<file path="config.mk">
export PLATFORM = sky130hd
export DESIGN_NAME = tpg_multi
export DESIGN_NICKNAME = d
export VERILOG_FILES = /design/src/rtl/tpg_pkg.sv /design/src/rtl/tpg_timing.sv /design/src/rtl/tpg_multi.sv
export SDC_FILE = /design/constraint.sdc
export NUM_CORES = 1
export LEC_CHECK = 0
export ABC_CLOCK_PERIOD_IN_PS = 4500
export CAP_MARGIN = 20
export CORE_UTILIZATION = 48
export DETAILED_ROUTE_END_ITERATION = 6
export PLACE_DENSITY_LB_ADDON = 0.05
export SYNTH_ARGS = -nofsm -noshare
export SYNTH_HDL_FRONTEND = slang
export SYNTH_HIERARCHICAL = 1
export SYNTH_SLANG_ARGS = --single-unit
</file>
<file path="constraint.sdc">
create_clock -name clk -period 4.5 [get_ports clk]
set_input_delay 0.9 -clock clk [delete_from_list [all_inputs] [get_ports clk]]
set_output_delay 0.9 -clock clk [all_outputs]
set_load 0.01 [all_outputs]
</file>
<file path="src/rtl/tpg_pkg.sv">
// Shared types and constants for the multi-pattern video test pattern generator.
package tpg_pkg;

    typedef enum logic [1:0] {
        MODE_RAMP  = 2'd0,
        MODE_BARS  = 2'd1,
        MODE_CHECK = 2'd2,
        MODE_SOLID = 2'd3
    } mode_e;

    typedef enum logic [1:0] {
        ST_IDLE  = 2'd0,
        ST_RUN   = 2'd1,
        ST_DRAIN = 2'd2
    } state_e;

    // {R,G,B} on/off per bar index: the index is inverted, so bar 0 is white and bar 7 black.
    localparam logic [7:0][2:0] BAR_TABLE = {3'd0, 3'd1, 3'd2, 3'd3, 3'd4, 3'd5, 3'd6, 3'd7};

    function automatic logic [2:0] bar_sat_inc(input logic [2:0] b);
        return (b == 3'd7) ? 3'd7 : b + 3'd1;
    endfunction

endpackage

</file>
<file path="src/rtl/tpg_timing.sv">
// Run/drain/idle control, raster counters, raw sync and active-area decode, frame counter.
module tpg_timing
    import tpg_pkg::*;
#(
    parameter int H_BITS  = 12,
    parameter int V_BITS  = 12,
    parameter int FC_BITS = 16
)(
    input  logic              clk_i,
    input  logic              rst_n_i,
    input  logic              en_i,
    input  logic [H_BITS-1:0] ths_start_i,
    input  logic [H_BITS-1:0] ths_end_i,
    input  logic [H_BITS-1:0] thact_start_i,
    input  logic [H_BITS-1:0] thact_end_i,
    input  logic [H_BITS-1:0] th_end_i,
    input  logic [V_BITS-1:0] tvs_start_i,
    input  logic [V_BITS-1:0] tvs_end_i,
    input  logic [V_BITS-1:0] tvact_start_i,
    input  logic [V_BITS-1:0] tvact_end_i,
    input  logic [V_BITS-1:0] tv_end_i,
    output logic              run_o,
    output logic              start_o,
    output logic              hs_raw_o,
    output logic              vs_raw_o,
    output logic              de_o,
    output logic              sof_o,
    output logic              eol_o,
    output logic [H_BITS-1:0] x_o,
    output logic [V_BITS-1:0] y_o,
    output logic [FC_BITS-1:0] frame_cnt_o
);

    state_e             state_q;
    logic [H_BITS-1:0]  x_q;
    logic [V_BITS-1:0]  y_q;
    logic [FC_BITS-1:0] fc_q;
    logic               line_end_s;
    logic               frame_end_s;

    assign line_end_s  = (x_q == th_end_i - H_BITS'(1));
    assign frame_end_s = line_end_s && (y_q == tv_end_i - V_BITS'(1));

    // Mode FSM and raster counters; a stop request only takes effect at the frame boundary.
    always_ff @(posedge clk_i) begin
        if (!rst_n_i) begin
            state_q <= ST_IDLE;
            x_q     <= {H_BITS{1'b0}};
            y_q     <= {V_BITS{1'b0}};
            fc_q    <= {FC_BITS{1'b0}};
        end else begin
            case (state_q)
                ST_IDLE: begin
                    x_q <= {H_BITS{1'b0}};
                    y_q <= {V_BITS{1'b0}};
                    if (en_i) begin
                        state_q <= ST_RUN;
                    end
                end
                ST_RUN, ST_DRAIN: begin
                    if (line_end_s) begin
                        x_q <= {H_BITS{1'b0}};
                        if (frame_end_s) begin
                            y_q  <= {V_BITS{1'b0}};
                            fc_q <= fc_q + FC_BITS'(1);
                        end else begin
                            y_q <= y_q + V_BITS'(1);
                        end
                    end else begin
                        x_q <= x_q + H_BITS'(1);
                    end
                    if (frame_end_s) begin
                        state_q <= en_i ? ST_RUN : ST_IDLE;
                    end else if (!en_i) begin
                        state_q <= ST_DRAIN;
                    end
                end
                default: begin
                    state_q <= ST_IDLE;
                    x_q     <= {H_BITS{1'b0}};
                    y_q     <= {V_BITS{1'b0}};
                end
            endcase
        end
    end

    assign run_o       = (state_q != ST_IDLE);
    assign start_o     = (state_q == ST_IDLE) && en_i;
    assign x_o         = x_q;
    assign y_o         = y_q;
    assign frame_cnt_o = fc_q;
    assign hs_raw_o    = run_o && (x_q >= ths_start_i) && (x_q < ths_end_i);
    assign vs_raw_o    = run_o && (y_q >= tvs_start_i) && (y_q < tvs_end_i);
    assign de_o        = run_o && (x_q >= thact_start_i) && (x_q < thact_end_i)
                               && (y_q >= tvact_start_i) && (y_q < tvact_end_i);
    assign sof_o       = de_o && (x_q == thact_start_i) && (y_q == tvact_start_i);
    assign eol_o       = de_o && (x_q == thact_end_i - H_BITS'(1));

endmodule

</file>
<file path="src/rtl/tpg_multi.sv">
// Test pattern generator top: pattern selection, per-frame settings capture and output registers.
module tpg_multi
    import tpg_pkg::*;
#(
    parameter int PW       = 8,
    parameter int H_BITS   = 12,
    parameter int V_BITS   = 12,
    parameter int CHK_LOG2 = 3,
    parameter int FC_BITS  = 16
)(
    input  logic                clk,
    input  logic                rst_n,
    input  logic                en,
    input  logic [1:0]          mode,
    input  logic                hs_pol,
    input  logic                vs_pol,
    input  logic [3*PW-1:0]     solid_rgb,
    input  logic [H_BITS-1:0]   tBAR_W,
    input  logic [H_BITS-1:0]   tHS_START,
    input  logic [H_BITS-1:0]   tHS_END,
    input  logic [H_BITS-1:0]   tHACT_START,
    input  logic [H_BITS-1:0]   tHACT_END,
    input  logic [H_BITS-1:0]   tH_END,
    input  logic [V_BITS-1:0]   tVS_START,
    input  logic [V_BITS-1:0]   tVS_END,
    input  logic [V_BITS-1:0]   tVACT_START,
    input  logic [V_BITS-1:0]   tVACT_END,
    input  logic [V_BITS-1:0]   tV_END,
    output logic                hs_q,
    output logic                vs_q,
    output logic                vld_q,
    output logic                sof_q,
    output logic                eol_q,
    output logic [3*PW-1:0]     rgb_q,
    output logic [FC_BITS-1:0]  frame_cnt_q
);

    logic              run_s, start_s, hs_raw_s, vs_raw_s, de_s, sof_s, eol_s, take_cfg_s;
    logic [H_BITS-1:0] x_s;
    logic [V_BITS-1:0] y_s;
    mode_e             mode_q, mode_s;
    logic              hs_pol_q, vs_pol_q, hs_pol_s, vs_pol_s;
    logic [3*PW-1:0]   solid_q, solid_s, pix_s;
    logic [H_BITS-1:0] bar_w_q, bar_w_s, cnt_q, cnt_cur_s, cnt_d;
    logic [2:0]        bar_q, bar_cur_s, bar_d, bar_rgb_s;
    logic [PW-1:0]     ramp_s;
    logic              chk_s;

    tpg_timing #(.H_BITS(H_BITS), .V_BITS(V_BITS), .FC_BITS(FC_BITS)) u_timing (
        .clk_i(clk), .rst_n_i(rst_n), .en_i(en),
        .ths_start_i(tHS_START), .ths_end_i(tHS_END),
        .thact_start_i(tHACT_START), .thact_end_i(tHACT_END), .th_end_i(tH_END),
        .tvs_start_i(tVS_START), .tvs_end_i(tVS_END),
        .tvact_start_i(tVACT_START), .tvact_end_i(tVACT_END), .tv_end_i(tV_END),
        .run_o(run_s), .start_o(start_s), .hs_raw_o(hs_raw_s), .vs_raw_o(vs_raw_s),
        .de_o(de_s), .sof_o(sof_s), .eol_o(eol_s), .x_o(x_s), .y_o(y_s),
        .frame_cnt_o(frame_cnt_q)
    );

    // Live inputs steer the origin cycle itself so the whole frame, pixel (0,0) included, sees one setting.
    assign take_cfg_s = start_s || (run_s && (x_s == {H_BITS{1'b0}}) && (y_s == {V_BITS{1'b0}}));
    assign mode_s     = take_cfg_s ? mode_e'(mode) : mode_q;
    assign hs_pol_s   = take_cfg_s ? hs_pol : hs_pol_q;
    assign vs_pol_s   = take_cfg_s ? vs_pol : vs_pol_q;
    assign solid_s    = take_cfg_s ? solid_rgb : solid_q;
    assign bar_w_s    = take_cfg_s ? tBAR_W : bar_w_q;

    assign ramp_s    = PW'(x_s - tHACT_START) + PW'(y_s - tVACT_START);
    assign chk_s     = 1'((x_s - tHACT_START) >> CHK_LOG2) ^ 1'((y_s - tVACT_START) >> CHK_LOG2);
    assign bar_rgb_s = BAR_TABLE[bar_cur_s];

    // Bar tracking: restart at the first active pixel of each line, advance every bar_w pixels.
    always_comb begin
        if (x_s == tHACT_START) begin
            bar_cur_s = 3'd0;
            cnt_cur_s = {H_BITS{1'b0}};
        end else begin
            bar_cur_s = bar_q;
            cnt_cur_s = cnt_q;
        end
        if (cnt_cur_s + H_BITS'(1) == bar_w_s) begin
            cnt_d = {H_BITS{1'b0}};
            bar_d = bar_sat_inc(bar_cur_s);
        end else begin
            cnt_d = cnt_cur_s + H_BITS'(1);
            bar_d = bar_cur_s;
        end
    end

    // Pattern multiplexer.
    always_comb begin
        pix_s = {(3*PW){1'b0}};
        case (mode_s)
            MODE_RAMP:  pix_s = {3{ramp_s}};
            MODE_BARS:  pix_s = {{PW{bar_rgb_s[2]}}, {PW{bar_rgb_s[1]}}, {PW{bar_rgb_s[0]}}};
            MODE_CHECK: pix_s = {(3*PW){chk_s}};
            MODE_SOLID: pix_s = solid_s;
            default:    pix_s = {(3*PW){1'b0}};
        endcase
    end

    // Per-frame settings capture and bar tracker state.
    always_ff @(posedge clk) begin
        if (!rst_n) begin
            mode_q   <= MODE_RAMP;
            hs_pol_q <= 1'b1;
            vs_pol_q <= 1'b1;
            solid_q  <= {(3*PW){1'b0}};
            bar_w_q  <= H_BITS'(1);
            bar_q    <= 3'd0;
            cnt_q    <= {H_BITS{1'b0}};
        end else begin
            mode_q   <= mode_s;
            hs_pol_q <= hs_pol_s;
            vs_pol_q <= vs_pol_s;
            solid_q  <= solid_s;
            bar_w_q  <= bar_w_s;
            if (de_s) begin
                bar_q <= bar_d;
                cnt_q <= cnt_d;
            end
        end
    end

    // Output register stage; idle and blanking force data low and syncs to their inactive level.
    always_ff @(posedge clk) begin
        if (!rst_n) begin
            hs_q  <= 1'b0;
            vs_q  <= 1'b0;
            vld_q <= 1'b0;
            sof_q <= 1'b0;
            eol_q <= 1'b0;
            rgb_q <= {(3*PW){1'b0}};
        end else begin
            hs_q  <= ~(hs_raw_s ^ hs_pol_s);
            vs_q  <= ~(vs_raw_s ^ vs_pol_s);
            vld_q <= de_s;
            sof_q <= sof_s;
            eol_q <= eol_s;
            rgb_q <= de_s ? pix_s : {(3*PW){1'b0}};
        end
    end

endmodule

</file>
==> summary.md <==
| Metric | Value |
|---|---|
| Setup ws final | `about 0.36 ns` |
| Post-CTS sizing | `0` |
| Reg2Reg Setup Slack | `0.90 ns` |
| Core Rows | `52` |
| Synthesized Nets | `1520` |
| Share of the synthesized area in the top cell type | `0.2493` |
| Worst skew pair latency | `roughly 0.43 ns` |
| Post-Syn Instances | `roughly 1200` |
| Clk slew on worst S/H paths | `0.06 ns` |
| Via-to-Cell Ratio | `5.292` |
| Top-Level Pins | `208` |
| HP Start | `u_timing/frame_cnt_o[15]$_SDFFE_PN0P_` |
| Crit-path max FO | `17` |
| RR Startpoint | `u_timing/state_q[0]$_SDFFE_PN0P_` |
| CTS tree | `done` |
| Endpoints failing hold | `0` |
| Via count | `9255` |
| Reg-to-Reg End | `cnt_q[6]$_SDFFE_PN0P_` |
| NetSw | `approximately 950 µW` |
| Grt total ovfl | `0` |
| CTS Hold Buffers Added | `0` |
| DRC | `0` |
| Die Y-Extent | `147.2 µm` |
| Int Pwr | `2308 µW` |
| Initial antenna violation count | `1` |
| H-tree Lvls | `4` |
| Setup TNS | `0 ns` |
| Footprint of the multi-input gates | `6890 µm²` |
| Nets | `1755` |
| Met2 usage | `0.4448` |
| Clock tree buffer depth | `2` |
| Area delta synth->final | `31.35%` |
| Setup crit start kind | `input pin` |
| Utilization after layout | `0.6507` |
| Total CTS buffers | `17` |
| EDFF count, synth | `0` |
| GR Util met1 | `0.3104` |
| Rel. slew slack | `0.5424` |
| Status | `finished, final reports clean` |
| Least-Margin Pin Slew | `0.6854 ns` |
| Initial Utilization | `0.4953` |
| IO buf count | `207` |
| Synth top area cells | `dfxtp_1 (25%), ha_1 (15%), xor2_1 (5.2%), inv_1 (5.2%), xnor2_1 (4.4%)` |
| Leakage power total | `0.006076 µW` |
| Peak supply drop | `0.2684 mV` |
| Setup Crit Path Kind | `input pin to register` |
| Die area | `21670 µm²` |
| Fraction of final layout cells sized beyond drive strength 1 | `0.07442` |
| Seq pwr share | `0.357` |
| Fin crit period | `4.137 ns` |
| Vias in the first global route | `~9000` |
| Max_cap viols | `0` |
| Pwr per Cell Area | `about 250 nW/µm²` |
| CTS root buffer | `clkbuf_16` |
| Worst Hold End | `u_timing/frame_cnt_o[15]$_SDFFE_PN0P_` |
| Global-route wire length before repair | `43.82 mm` |
| Final setup viols | `0` |
| Post-synthesis register bit count | `126` |
| Pre-CTS worst setup slack | `-0.07303 ns` |
| Avg WL per Cell | `~15 µm` |
| Global placer's final weighted congestion | `0.8564` |
| HP Class | `register to register` |
| Clock share of power | `0.415` |
| Data arrival time of the critical path | `~4.5 ns` |
| Register area | `2522 µm²` |
| Core Area | `20430 µm²` |
| WL final | `27.04 mm` |
| Critical Path RT | `4.81 ns` |
| DP HPWL | `20.83 mm` |
| CP Capture Type | `register` |
| Cells on worst reg2reg path | `14` |
| Hold Path Stages | `2` |
| Placed Cells | `1716` |
| Top-count cell post-synth | `inv_1` |
| Yosys Warn Count | `6` |
| Avg Inst Size Synth | `8.227 µm²` |
| Fillers | `1837` |
| Top_reg_cell synth | `dfxtp_1` |
| Area leader, netlist | `dfxtp_1` |
| Combinational share of power | `0.228` |
| DRT iter0 DRCs | `452` |
| Met3 Usage GRT | `0.04006` |
| Non-Filler Instances | `1749` |
| Largest net degree at the start of global routing | `66` |
| FMAX | `241.7 MHz` |
| Fraction of registers with async set/reset | `0` |
| Setup Fix Bufs, Post-CTS | `0` |
| Overall power | `approximately 3300 µW` |
| GRT Max-Usage Layer | `met2` |
| Sequential share of the synthesized area | `0.2493` |
| Sw frac | `0.2917` |
| All-Layer GR Usage | `0.2516` |
| Post-route clock period utilization | `0.9193` |
| # clock sinks | `126` |
| Commonest cells in the netlist | `inv_1 (139), dfxtp_1 (126), ha_1 (124)` |
| Die W | `roughly 150 µm` |
| Mapped Area | `~10000 µm²` |
| RSZ-0062 raised after global routing | `no` |
| DRT Pass-1 Iters | `4` |
| Skew final | `~0.013 ns` |
| Yosys cell types | `between 70 and 80` |
| Routed Antenna Nets | `0` |
| Slew Viols, Final | `0` |
-- how the worst max path moves through the flow --
stage	startpoint	to	depth (start not counted)
global placement	tHACT_START[9]	cnt_q[6]$_SDFFE_PN0P_	15
CTS	tHACT_START[9]	cnt_q[4]$_SDFFE_PN0P_	15
detailed placement	tHACT_START[9]	cnt_q[4]$_SDFFE_PN0P_	15
finish	tHACT_START[9]	cnt_q[6]$_SDFFE_PN0P_	15
floorplan	tHACT_START[9]	cnt_q[4]$_SDFFE_PN0P_	16
global route	tHACT_START[6]	cnt_q[6]$_SDFFE_PN0P_	18
-- critical path: stages --
cell and delay (ns):
clkdlybuf4s50_1 0.49, xor2_1 0.21, or3_4 0.39, or4_4 0.57, and2_1 0.18, ha_1 0.25, nand3_1 0.15, xor2_1 0.16
nor2_1 0.06, xor2_1 0.12, nand3_1 0.13, nor4_4 0.32, buf_12 0.19, nor2_1 0.05, a211o_1 0.25
-- placed cells by master (no fill, tap or decap), types with 44 or more instances in the layout --
cell type        synthesis  final
ha_1                   124    124
xnor2_1                 51     51
nor2b_1                 50     50
buf_4                    0     44
nor2_1                 107    107
nand2_1                 69     69
a21oi_1                 51     51
xor2_1                  60     60
dfxtp_1                126    126
clkdlybuf4s50_1          0    206
inv_1                  139    139
-- logic make-up after synthesis --
| group | Yosys count | synth area share |
|---|---|---|
| and+or+nand+nor | 423 | 0.2269 |
| AOI/OAI and AO/OA | 216 | 0.1465 |
| buffers and inverters | 178 | 0.06986 |
| adders and majority gates | 127 | 0.1592 |
| DFF | 126 | 0.2493 |
| xor gates and xnor gates | 111 | 0.09607 |
| muxes | 49 | 0.05218 |
-- area by class of cell --
type                       count  area share
timing repair buffer         253      0.1834
inverter                     141     0.03982
antenna                        1   0.0001883
clock inverter                15     0.01111
multi-input combinational    926      0.5184
sequential                   126      0.1898
tap                          270     0.02541
clock buffer                  17     0.03200
-- sequential cells by signal, indices dropped and copies added (netlist names) --
name	flops
eol_q	1
hs_q	1
u_timing/state_q	2
vs_q	1
sof_q	1
bar_q	3
u_timing/frame_cnt_o	16
vs_pol_q	1
mode_q	2
bar_w_q	12
hs_pol_q	1
u_timing/y_o	12
rgb_q	24
u_timing/x_o	12
vld_q	1
cnt_q	12
solid_q	24
-- through the flow --
| stage | hold WS, ns | instance area [µm²] |
|---|---|---|
| after floorplan | 0.4589 | 10120 |
| after global placement | 0.4637 | 12720 |
| after detailed placement | 0.4703 | 12720 |
| after CTS | 0.4807 | 13290 |
| after global routing | 0.5075 | 13290 |
| final | 0.4761 | 13290 |
-- metal layers --
metal | share of wire | routed length [µm]
met5 | 0 | 0
met1 | 0.45 | 12220
met4 | 0.022 | 583
met2 | 0.48 | 13050
met3 | 0.044 | 1183
-- power groups by stage --
stage / sequential (µW) / combinational [µW] / clock, µW
global route: 1170 / 819 / 1430
finish: 1170 / 742 / 1350
floorplan: 1190 / 456 / 0
global placement: 1190 / 732 / 0
detailed placement: 1190 / 743 / 0
CTS: 1170 / 748 / 1370
Note: power is estimated with default switching activity, not from simulation.
